### config.mk
export PLATFORM = sky130hd
export DESIGN_NAME = comparator_bist
export DESIGN_NICKNAME = d
export VERILOG_FILES = /design/src/rtl/comparator_bist.sv
export SDC_FILE = /design/constraint.sdc
export NUM_CORES = 1
export LEC_CHECK = 0
export CAP_MARGIN = 20
export CORE_ASPECT_RATIO = 0.9
export CORE_MARGIN = 2
export CORE_UTILIZATION = 52
export DETAILED_ROUTE_END_ITERATION = 12
export GPL_TIMING_DRIVEN = 0
export HOLD_SLACK_MARGIN = 0.02
export PLACE_DENSITY_LB_ADDON = 0.25
export SLEW_MARGIN = 10
export SYNTH_ARGS = -nofsm -noshare
export SYNTH_HDL_FRONTEND = slang
export SYNTH_SLANG_ARGS = --single-unit
export TNS_END_PERCENT = 30
### constraint.sdc
create_clock -name i_w_clk -period 3.3 [get_ports i_w_clk]
set_input_delay 0.66 -clock i_w_clk [delete_from_list [all_inputs] [get_ports i_w_clk]]
set_output_delay 0.66 -clock i_w_clk [all_outputs]
set_load 0.05 [all_outputs]
### src/rtl/comparator_bist.sv
// Exhaustive BIST driver for a combinational magnitude comparator: sweeps every (a,b) pair and checks lt/gt/eq.
// Latency: done rises 2^(2*WIDTH)*(SETTLE+1) edges after the accepted start edge (earlier on first fail if stop-on-fail).
// Backpressure: none; start is honoured only in IDLE/DONE. Optional macro COMPARATOR_BIST_STOP_ON_FAIL_EN ends the sweep at the first mismatch.
module comparator_bist #(
    parameter int WIDTH  = 1,
    parameter int SETTLE = 1
) (
    input  logic                 i_w_clk,
    input  logic                 i_w_reset,
    input  logic                 i_w_start,
    output logic [WIDTH-1:0]     o_w_a,
    output logic [WIDTH-1:0]     o_w_b,
    input  logic                 i_w_lt,
    input  logic                 i_w_gt,
    input  logic                 i_w_eq,
    output logic                 o_w_busy,
    output logic                 o_w_done,
    output logic                 o_w_pass,
    output logic [2*WIDTH:0]     o_w_err_count,
    output logic [WIDTH-1:0]     o_w_fail_a,
    output logic [WIDTH-1:0]     o_w_fail_b
);

    localparam int CW = (SETTLE > 1) ? $clog2(SETTLE) : 1;
    localparam int EW = 2 * WIDTH + 1;
    localparam int VW = 2 * WIDTH;

    localparam logic [CW-1:0]    CNT_LAST = CW'(SETTLE - 1);
    localparam logic [CW-1:0]    CNT_ONE  = CW'(1);
    localparam logic [EW-1:0]    ERR_ONE  = EW'(1);
    localparam logic [VW-1:0]    VEC_ONE  = VW'(1);
    localparam logic [WIDTH-1:0] MAX_V    = '1;

    typedef enum logic [1:0] {
        S_IDLE  = 2'd0,
        S_APPLY = 2'd1,
        S_CHECK = 2'd2,
        S_DONE  = 2'd3
    } state_t;

    state_t           state_q;
    logic [CW-1:0]    cnt_q;
    logic [WIDTH-1:0] a_q;
    logic [WIDTH-1:0] b_q;
    logic [WIDTH-1:0] fail_a_q;
    logic [WIDTH-1:0] fail_b_q;
    logic [EW-1:0]    err_q;
    logic             busy_q;
    logic             done_q;
    logic             pass_q;

    logic [2:0]       golden;
    logic [2:0]       observed;
    logic             mismatch;
    logic             last_vec;
    logic             finish;
    logic [VW-1:0]    vec_d;

    // Golden result for the vector currently on the operand bus; any differing bit flags the vector once.
    always_comb begin
        golden   = {a_q < b_q, a_q > b_q, a_q == b_q};
        observed = {i_w_lt, i_w_gt, i_w_eq};
        mismatch = (observed != golden);
        last_vec = (a_q == MAX_V) && (b_q == MAX_V);
        vec_d    = {a_q, b_q} + VEC_ONE;
`ifdef COMPARATOR_BIST_STOP_ON_FAIL_EN
        finish   = last_vec || mismatch;
`else
        finish   = last_vec;
`endif
    end

    // Sweep sequencer: apply vector, let it settle, check, advance (b fastest), all outputs registered.
    always_ff @(posedge i_w_clk) begin
        if (i_w_reset) begin
            state_q  <= S_IDLE;
            cnt_q    <= '0;
            a_q      <= '0;
            b_q      <= '0;
            fail_a_q <= '0;
            fail_b_q <= '0;
            err_q    <= '0;
            busy_q   <= 1'b0;
            done_q   <= 1'b0;
            pass_q   <= 1'b0;
        end else begin
            case (state_q)
                S_IDLE, S_DONE: begin
                    if (i_w_start) begin
                        state_q  <= S_APPLY;
                        cnt_q    <= '0;
                        a_q      <= '0;
                        b_q      <= '0;
                        fail_a_q <= '0;
                        fail_b_q <= '0;
                        err_q    <= '0;
                        busy_q   <= 1'b1;
                        done_q   <= 1'b0;
                        pass_q   <= 1'b0;
                    end
                end
                S_APPLY: begin
                    if (cnt_q == CNT_LAST) begin
                        state_q <= S_CHECK;
                    end else begin
                        cnt_q <= cnt_q + CNT_ONE;
                    end
                end
                S_CHECK: begin
                    if (mismatch) begin
                        // Count can reach at most 2^(2*WIDTH), which the extra bit absorbs.
                        err_q <= err_q + ERR_ONE;
                        if (err_q == '0) begin
                            fail_a_q <= a_q;
                            fail_b_q <= b_q;
                        end
                    end
                    if (finish) begin
                        // Operands stay on the final (or failing) vector.
                        state_q <= S_DONE;
                        busy_q  <= 1'b0;
                        done_q  <= 1'b1;
                        pass_q  <= (err_q == '0) && !mismatch;
                    end else begin
                        state_q    <= S_APPLY;
                        cnt_q      <= '0;
                        {a_q, b_q} <= vec_d;
                    end
                end
                default: begin
                    state_q <= S_IDLE;
                end
            endcase
        end
    end

    assign o_w_a         = a_q;
    assign o_w_b         = b_q;
    assign o_w_busy      = busy_q;
    assign o_w_done      = done_q;
    assign o_w_pass      = pass_q;
    assign o_w_err_count = err_q;
    assign o_w_fail_a    = fail_a_q;
    assign o_w_fail_b    = fail_b_q;

endmodule

==> tab_implementation.tex, run 1 <==
\begin{tabular}{lr}
\hline
Metric & Value \\
\hline
\multicolumn{2}{l}{\textbf{Outcome}} \\
\quad Outcome & finished clean \\
\multicolumn{2}{l}{\textbf{Min path}} \\
\quad Endpoint, Worst Hold & o\_w\_busy\$\_SDFFE\_PP0P\_ \\
\quad HP Class & flip-flop to flip-flop \\
\quad Start point of the worst hold path & o\_w\_busy\$\_SDFFE\_PP0P\_ \\
\quad Worst hold stages & 2 \\
\multicolumn{2}{l}{\textbf{Synthesis}} \\
\quad Yosys warning count & 0 \\
\quad Number of distinct library cell variants in the gate-level netlist after synthesis & 35 \\
\quad Gate Count Post-Synth & 87 \\
\quad Synthesized netlist net count & 101 \\
\quad Area share of the largest cell type after synthesis & 31.1\% \\
\quad Area share of fa/ha/maj cells after synthesis & 13.0\% \\
\quad Cell types with the highest counts after synthesis & sky130\_fd\_sc\_hd\_\_dfxtp\_1, sky130\_fd\_sc\_hd\_\_ha\_1, sky130\_fd\_sc\_hd\_\_inv\_1, sky130\_fd\_sc\_hd\_\_nor2\_1 \\
\quad Count of state elements after synthesis & 12 \\
\quad Number of flops mapped to enable cells by yosys & 0 \\
\quad Leading area contributor after synthesis & sky130\_fd\_sc\_hd\_\_dfxtp\_1 \\
\quad Post-synthesis compound-gate area fraction & 18.5\% \\
\quad Xor and xnor fraction of the mapped netlist area & 6.32\% \\
\quad Fraction of the mapped netlist area in simple logic gates & 24.5\% \\
\quad Area of the mapped netlist & 772 um2 \\
\quad Most instantiated library cell after synthesis & sky130\_fd\_sc\_hd\_\_dfxtp\_1 \\
\quad Synthesized area divided by synthesized cell count & 8.87 um2 \\
\quad Most used flip-flop cell after synthesis & sky130\_fd\_sc\_hd\_\_dfxtp\_1 \\
\quad Sequential area share after synthesis & 31.1\% \\
\quad Top cells by area in the synthesized netlist & sky130\_fd\_sc\_hd\_\_dfxtp\_1, sky130\_fd\_sc\_hd\_\_ha\_1, sky130\_fd\_sc\_hd\_\_xnor2\_2, sky130\_fd\_sc\_hd\_\_a21oi\_1, sky130\_fd\_sc\_hd\_\_inv\_1 \\
\quad Portion of netlist area occupied by mux cells & 1.30\% \\
\quad Async S/R FF share, synth & 0\% \\
\quad Combinational family with the most area after synthesis & simple AND/OR/NAND/NOR gates \\
\multicolumn{2}{l}{\textbf{Critical path}} \\
\quad List of cells traversed by the critical path & clkdlybuf4s50\_1 \\
\quad Slowest cell on crit path & sky130\_fd\_sc\_hd\_\_clkdlybuf4s50\_1 \\
\quad Maximum fanout along the worst path & 7 \\
\quad Startpoint of the worst-slack reg-to-reg timing path & o\_w\_a\$\_SDFFE\_PP0P\_ \\
\quad Cell type group with the largest total delay on the critical path & buffers and inverters \\
\quad Register-to-Register Path Depth & 6 \\
\quad Sum of buffers and inverters on the critical path & 1 \\
\quad Biggest cell delay along the critical path & 0.84 ns \\
\quad CP Class & flip-flop to output port \\
\quad Data required, critical path & 2.64 ns \\
\quad R2R setup slack & 1.43 ns \\
\quad Data arrival, critical path & 1.56 ns \\
\quad Worst Setup End Kind & output port \\
\quad Reg-to-reg critical path endpoint & o\_w\_err\_count[1]\$\_SDFFE\_PP0P\_ \\
\quad Sort of element at the start of the critical path & flip-flop \\
\multicolumn{2}{l}{\textbf{Power and ir drop}} \\
\quad Peak supply drop & 0.463 mV \\
\quad Static Leakage & 0.000364 uW \\
\quad P per Cell Area & 597 nW/um2 \\
\multicolumn{2}{l}{\textbf{Clocking}} \\
\quad H-tree Lvls & 1 \\
\quad Number of buffers inserted by post-CTS setup repair & 0 \\
\quad CTS Buffer Depth & 2 \\
\quad CTS tree & done \\
\quad Root buffer selected by CTS & sky130\_fd\_sc\_hd\_\_clkbuf\_4 \\
\quad Cells resized by post-CTS repair & 0 \\
\quad Clock slew seen by the registers of the worst setup and hold paths & 0.08 ns \\
\quad Hold-fix buffer count after cts & 0 \\
\quad TritonCTS Buffers & 3 \\
\quad Clock latency on the worst-skew pair & 0.27 ns \\
\quad Clock sink total & 12 \\
\multicolumn{2}{l}{\textbf{Timing}} \\
\quad Final count of negative-setup-slack endpoints & 0 \\
\quad Transition at the pin with the smallest max-transition slack & 0.505 ns \\
\quad Final total negative setup slack & 0 ns \\
\quad Final cycle utilization of the critical path & 67.3\% \\
\quad Worst rel slew slack & 66.2\% \\
\quad Setup clock skew after layout & 0.00101 ns \\
\quad Count of pins over their slew limit & 0 \\
\quad Post-layout min period & 2.22 ns \\
\quad Number of hold-slack violations in the final timing report & 0 \\
\quad Fmax & 0.450 GHz \\
\quad RSZ-0062 raised after global routing & false \\
\multicolumn{2}{l}{\textbf{Global route}} \\
\quad Number of antenna violations at the first check in global routing & 0 \\
\quad Largest net degree at the start of global routing & 11 \\
\quad Global route total overflow & 0 \\
\quad Number of global-route vias before repair & 591 \\
\quad Wire length of the first global-routing pass & 2580 um \\
\quad Tot GR Track Use & 20.1\% \\
\multicolumn{2}{l}{\textbf{Floorplanning}} \\
\quad Die boundary width & 44.6 um \\
\quad Floorplan die area & 1810 um2 \\
\quad Boundary pin count & 16 \\
\quad Vertical extent of the die & 40.6 um \\
\quad Row Count & 13 \\
\quad Floorplan core area & 1420 um2 \\
\quad Starting density of the core & 54.6\% \\
\multicolumn{2}{l}{\textbf{Detailed routing}} \\
\quad Total iterations of the first detailed-routing run & 4 \\
\quad Detailed Route Iter0 Violations & 17 \\
\quad Average detailed-routed wire length per instance & 13.6 um \\
\quad Total detailed-routing wirelength & 1630 um \\
\quad Residual DRC & 0 \\
\quad Count of nets left with antenna violations after detail routing & 0 \\
\quad Number of vias per cell after detailed routing & 5.62 \\
\quad Total number of vias & 674 \\
\multicolumn{2}{l}{\textbf{Place}} \\
\quad Number of port buffers & 15 \\
\quad HPWL reported at the end of detailed placement & 1190 um \\
\quad Dpl cell area & 941 um2 \\
\quad Weighted congestion reported at the end of routability-driven placement & 0.821 \\
\multicolumn{2}{l}{\textbf{Cells and area}} \\
\quad Number of filler cells placed in the layout & 118 \\
\quad Proportion of layout cells with a drive suffix above 1 & 13.3\% \\
\quad Signed area change from the synthesized netlist to the final layout & 24.8\% \\
\quad Area taken by multi-input logic gates & 490 um2 \\
\quad Area of all sequential standard cells & 240 um2 \\
\quad Final net count & 121 \\
\quad Diodes inserted & 0 \\
\quad Cell area after layout & 963 um2 \\
\multicolumn{2}{l}{\textbf{Job}} \\
\quad Max cap viols & 0 \\
\hline
\end{tabular}
==> cell families (layout without fill, tap and decap cells) <==
group | after synthesis | in the layout
AND/OR/NAND/NOR | 32 | 32
AO/OA/AOI/OAI | 21 | 21
flip-flops | 12 | 12
buffers and inverters | 10 | 28
adder cells (fa/ha/maj) | 8 | 8
XOR/XNOR | 3 | 3
multiplexers | 1 | 1
==> layout by cell type (no fill, tap or decap), drive strengths merged, types with 2 or more instances in the layout <==
master	instances
a32o	2
nor2b	2
nor2	7
dfxtp	12
xnor2	3
ha	8
clkbuf	4
nand2b	3
and2	2
nand2	6
clkdlybuf4s50	15
nor3	4
nand3	3
a31oi	2
inv	8
o21ai	5
a21oi	6
==> layer usage <==
metal / routed length [um] / share of wire, % / GRT usage (%) / vias up
met5: 0 / 0 / 0 / -
li1: - / - / - / 350
met3: 70 / 4.3 / 3.15 / 2
met4: 10 / 0.61 / 4.55 / 0
met1: 820 / 50 / 26.9 / 304
met2: 728 / 45 / 34.1 / 18
==> worst max path at each step <==
| stage | slack (ns) | to | depth (start not counted) | from |
|---|---|---|---|---|
| 2_1_floorplan | 1.24 | o_w_err_count[1]$_SDFFE_PP0P_ | 6 | o_w_a$_SDFFE_PP0P_ |
| 3_3_place_gp | 1.18 | o_w_err_count[1]$_SDFFE_PP0P_ | 5 | i_w_gt |
| 3_5_place_dp | 1.16 | o_w_err_count[1]$_SDFFE_PP0P_ | 5 | i_w_lt |
| 4_1_cts | 1.06 | o_w_b | 1 | o_w_b$_SDFFE_PP0P_ |
| 5_1_grt | 1.00 | o_w_b | 1 | o_w_b$_SDFFE_PP0P_ |
| 6_report | 1.08 | o_w_b | 1 | o_w_b$_SDFFE_PP0P_ |
==> final cells by class <==
cell class | count | area share [%]
multi-input combinational | 65 | 50.9
sequential | 12 | 24.9
timing repair buffer | 15 | 15.6
inverter | 8 | 3.12
clock buffer | 3 | 2.34
tap | 15 | 1.95
buffer | 2 | 1.17
==> per-stage QoR <==
step / hold WS, ns / total power (uW) / worst slack (ns) / std cells / util, %
global placement: 0.499 / 475 / 1.18 / 117 / 66.5
finish: 0.516 / 576 / 1.08 / 120 / 68.1
CTS: 0.527 / 573 / 1.06 / 120 / 68.1
floorplan: 0.511 / 413 / 1.24 / 87 / -
detailed placement: 0.508 / 481 / 1.16 / 117 / 66.5
global route: 0.559 / 612 / 1.00 / 120 / 68.1
==> power by group <==
| part | switching, uW | internal, uW | total, uW |
|---|---|---|---|
| Sequential | 17.5 | 165 | 182 |
| Combinational | 183 | 116 | 300 |
| Clock | 51.3 | 42.2 | 93.5 |
| Total | 252 | 323 | 576 |
==> worst reg2reg max path: cells and delay by family, from the launching register on <==
kind                       cells  cell delay [ns]
adders and majority gates      1             0.34
AOI/OAI and AO/OA              1             0.33
and+or+nand+nor                2             0.36
buffers and inverters          1             0.07
xor gates and xnor gates       1             0.23
DFF                            1             0.44
==> state kept, by name, summed over array words and instances (netlist names) <==
name,count
o_w_fail_b,1
o_w_a,1
o_w_done,1
o_w_fail_a,1
o_w_b,1
state_q,2
o_w_pass,1
o_w_busy,1
o_w_err_count,3
(Power assumes the default switching activity.)
==> run 2: changes to the inputs <==
--- a/config.mk
+++ b/config.mk
@@ -8,7 +8,7 @@
 export CAP_MARGIN = 20
 export CORE_ASPECT_RATIO = 0.9
 export CORE_MARGIN = 2
-export CORE_UTILIZATION = 52
+export CORE_UTILIZATION = 44
 export DETAILED_ROUTE_END_ITERATION = 12
 export GPL_TIMING_DRIVEN = 0
 export HOLD_SLACK_MARGIN = 0.02
==> constraint.sdc (replaced) <==
create_clock -name i_w_clk -period 1.8 [get_ports i_w_clk]
set_input_delay 0.36 -clock i_w_clk [delete_from_list [all_inputs] [get_ports i_w_clk]]
set_output_delay 0.36 -clock i_w_clk [all_outputs]
set_load 0.05 [all_outputs]
==> run 2 against run 1 <==
Compared with the run above:
- sequential power rose by 84%
- non-clock buffer count rose by 3
- critical path depth did not move
- worst setup slack got worse by 1.0 ns
- global-route usage fell by 0.81 points
==> tab_implementation.tex, run 2 (synthesized netlist as in run 1, its figures left out) <==
\begin{tabular}{lr}
\hline
Metric & Value \\
\hline
\multicolumn{2}{l}{\textbf{Detailed routing}} \\
\quad Number of vias per cell after detailed routing & 5.49 (was 5.62) \\
\quad Residual DRC & 0 (unchanged) \\
\quad Total detailed-routing wirelength & 1760 um (was 1630 um) \\
\quad Total iterations of the first detailed-routing run & 4 (unchanged) \\
\quad Count of nets left with antenna violations after detail routing & 0 (unchanged) \\
\quad Total number of vias & 730 (was 674) \\
\quad Average detailed-routed wire length per instance & 13.2 um (was 13.6 um) \\
\quad Detailed Route Iter0 Violations & 6 (was 17) \\
\multicolumn{2}{l}{\textbf{Critical path}} \\
\quad Biggest cell delay along the critical path & 0.80 ns (was 0.84 ns) \\
\quad Worst Setup SP & o\_w\_pass\$\_SDFFE\_PP0P\_ (was o\_w\_b\$\_SDFFE\_PP0P\_) \\
\quad List of cells traversed by the critical path & clkdlybuf4s50\_1 (unchanged) \\
\quad Startpoint of the worst-slack reg-to-reg timing path & o\_w\_a\$\_SDFFE\_PP0P\_ (unchanged) \\
\quad Sum of buffers and inverters on the critical path & 1 (unchanged) \\
\quad CP Class & flip-flop to output port (unchanged) \\
\quad Slowest cell on crit path & sky130\_fd\_sc\_hd\_\_clkdlybuf4s50\_1 (unchanged) \\
\quad Data required, critical path & 1.44 ns (was 2.64 ns) \\
\quad Cell type group with the largest total delay on the critical path & buffers and inverters (unchanged) \\
\quad Data arrival, critical path & 1.40 ns (was 1.56 ns) \\
\quad Worst Setup End Kind & output port (unchanged) \\
\quad Maximum fanout along the worst path & 2 (was 7) \\
\quad Sort of element at the start of the critical path & flip-flop (unchanged) \\
\multicolumn{2}{l}{\textbf{Cells and area}} \\
\quad Number of filler cells placed in the layout & 146 (was 118) \\
\quad Most frequent cells in the layout & sky130\_fd\_sc\_hd\_\_dfxtp\_1, sky130\_fd\_sc\_hd\_\_inv\_1, sky130\_fd\_sc\_hd\_\_ha\_1, sky130\_fd\_sc\_hd\_\_dlygate4sd2\_1 (was sky130\_fd\_sc\_hd\_\_clkdlybuf4s50\_1, sky130\_fd\_sc\_hd\_\_dfxtp\_1, sky130\_fd\_sc\_hd\_\_ha\_1) \\
\quad Signed area change from the synthesized netlist to the final layout & 31.8\% (was 24.8\%) \\
\quad Diodes inserted & 0 (unchanged) \\
\quad Final net count & 124 (was 121) \\
\quad Proportion of layout cells with a drive suffix above 1 & 20.2\% (was 13.3\%) \\
\quad Most common library cell in the layout ignoring fill and taps & sky130\_fd\_sc\_hd\_\_dfxtp\_1 (was sky130\_fd\_sc\_hd\_\_clkdlybuf4s50\_1) \\
\quad Number of flip-flops in the largest register & 3 (unchanged) \\
\quad Area of all sequential standard cells & 245 um2 (was 240 um2) \\
\quad Area taken by multi-input logic gates & 495 um2 (was 490 um2) \\
\multicolumn{2}{l}{\textbf{Clocking}} \\
\quad CTS Buffer Depth & 2 (unchanged) \\
\quad TritonCTS Buffers & 3 (unchanged) \\
\quad Clock slew seen by the registers of the worst setup and hold paths & 0.08 ns (about the same) \\
\quad CTS tree & done (unchanged) \\
\quad H-tree Lvls & 1 (unchanged) \\
\quad Root buffer selected by CTS & sky130\_fd\_sc\_hd\_\_clkbuf\_4 (unchanged) \\
\quad Clock latency on the worst-skew pair & 0.28 ns (was 0.27 ns) \\
\quad Clock sink total & 12 (unchanged) \\
\multicolumn{2}{l}{\textbf{Power and ir drop}} \\
\quad P per Cell Area & 1100 nW/um2 (was 597 nW/um2) \\
\quad Peak supply drop & 0.648 mV (was 0.463 mV) \\
\quad Static Leakage & 0.000454 uW (was 0.000364 uW) \\
\quad Final Total Pwr & 1120 uW (was 576 uW) \\
\multicolumn{2}{l}{\textbf{Global route}} \\
\quad Largest net degree at the start of global routing & 11 (unchanged) \\
\quad Global route total overflow & 0 (unchanged) \\
\quad Wire length of the first global-routing pass & 2860 um (was 2580 um) \\
\quad Tot GR Track Use & 19.3\% (was 20.1\%) \\
\quad Number of antenna violations at the first check in global routing & 0 (unchanged) \\
\quad Number of global-route vias before repair & 633 (was 591) \\
\multicolumn{2}{l}{\textbf{Timing}} \\
\quad Smallest setup slack after layout & 0.0391 ns (was 1.08 ns) \\
\quad Final total negative setup slack & 0 ns (unchanged) \\
\quad Number of hold-slack violations in the final timing report & 0 (unchanged) \\
\quad Worst rel slew slack & 65.9\% (was 66.2\%) \\
\quad Setup clock skew after layout & 0.00163 ns (was 0.00101 ns) \\
\quad Smallest hold slack & 0.513 ns (was 0.516 ns) \\
\quad Post-layout min period & 1.76 ns \\
\quad Final cycle utilization of the critical path & 97.8\% \\
\quad Fmax & 0.568 GHz \\
\quad Count of pins over their slew limit & 0 (unchanged) \\
\quad Transition at the pin with the smallest max-transition slack & 0.511 ns (was 0.505 ns) \\
\quad Final count of negative-setup-slack endpoints & 0 (unchanged) \\
\quad RSZ-0062 raised after global routing & true (was false) \\
\multicolumn{2}{l}{\textbf{Floorplanning}} \\
\quad Starting density of the core & 46.4\% (was 54.6\%) \\
\quad Floorplan die area & 2110 um2 (was 1810 um2) \\
\quad Boundary pin count & 16 (unchanged) \\
\quad Vertical extent of the die & 43.7 um (was 40.6 um) \\
\quad Die boundary width & 48.2 um (was 44.6 um) \\
\quad Floorplan core area & 1660 um2 (was 1420 um2) \\
\quad Row Count & 14 (was 13) \\
\multicolumn{2}{l}{\textbf{Job}} \\
\quad Max cap viols & 0 (unchanged) \\
\multicolumn{2}{l}{\textbf{Place}} \\
\quad HPWL reported at the end of detailed placement & 1170 um (was 1190 um) \\
\quad Place WS & -0.0506 ns (was 1.16 ns) \\
\quad Number of port buffers & 15 (unchanged) \\
\quad Weighted congestion reported at the end of routability-driven placement & 0.753 (was 0.821) \\
\multicolumn{2}{l}{\textbf{Outcome}} \\
\quad Outcome & finished clean (unchanged) \\
\multicolumn{2}{l}{\textbf{Min path}} \\
\quad Start point of the worst hold path & o\_w\_busy\$\_SDFFE\_PP0P\_ (unchanged) \\
\quad HP Class & flip-flop to flip-flop (unchanged) \\
\hline
\end{tabular}
[run 2: report_power, final]
group          switching (uW)  internal, uW  total (uW)
logic                     343           220         564
registers                33.1           302         335
clock network             100           123         223
[run 2: what timing repair did]
| item | in CTS | in global routing |
|---|---|---|
| resized for setup | 7 | 4 |
| endpoints found under the hold margin | 0 | 0 |
| buffers inserted | 0 | 3 |
| setup endpoints to repair | 8 | 6 |
| pin swaps | 1 | 0 |
| hold buffers | 0 | 0 |
[run 2: path summary, 6_finish.rpt]
kind                                        end  slack [ns]  cells past startpoint
setup reg to reg  o_w_err_count[1]$_SDFFE_PP0P_        0.05                      6
hold / removal            o_w_busy$_SDFFE_PP0P_        0.51                      2
setup / recovery                       o_w_pass        0.04                      1
hold reg to reg           o_w_busy$_SDFFE_PP0P_        0.51                      2
[run 2: cell type report]
class,instances,area share (%)
plain buffers,2,1.11
clock buffers,4,3.57
inverters,8,2.95
multi-input cells,65,48.7
flip-flops and latches,12,24.1
well taps,24,2.95
repair buffers,18,16.6
[run 2: metrics by stage]
step | instance area, um2 | utilization [%] | std cells
after floorplan | 777 | - | 87
after global placement | 957 | 57.5 | 126
after detailed placement | 957 | 57.5 | 126
after CTS | 985 | 59.2 | 130
after global routing | 1020 | 61.1 | 133
final | 1020 | 61.1 | 133
[run 2: routing by layer]
layer,track usage (%),vias to the layer above,part of all wire [%]
met5,0,-,0
met4,8.65,0,1.6
met3,5.83,4,6.3
met2,26.3,30,45
met1,27.5,343,47
li1,-,353,-
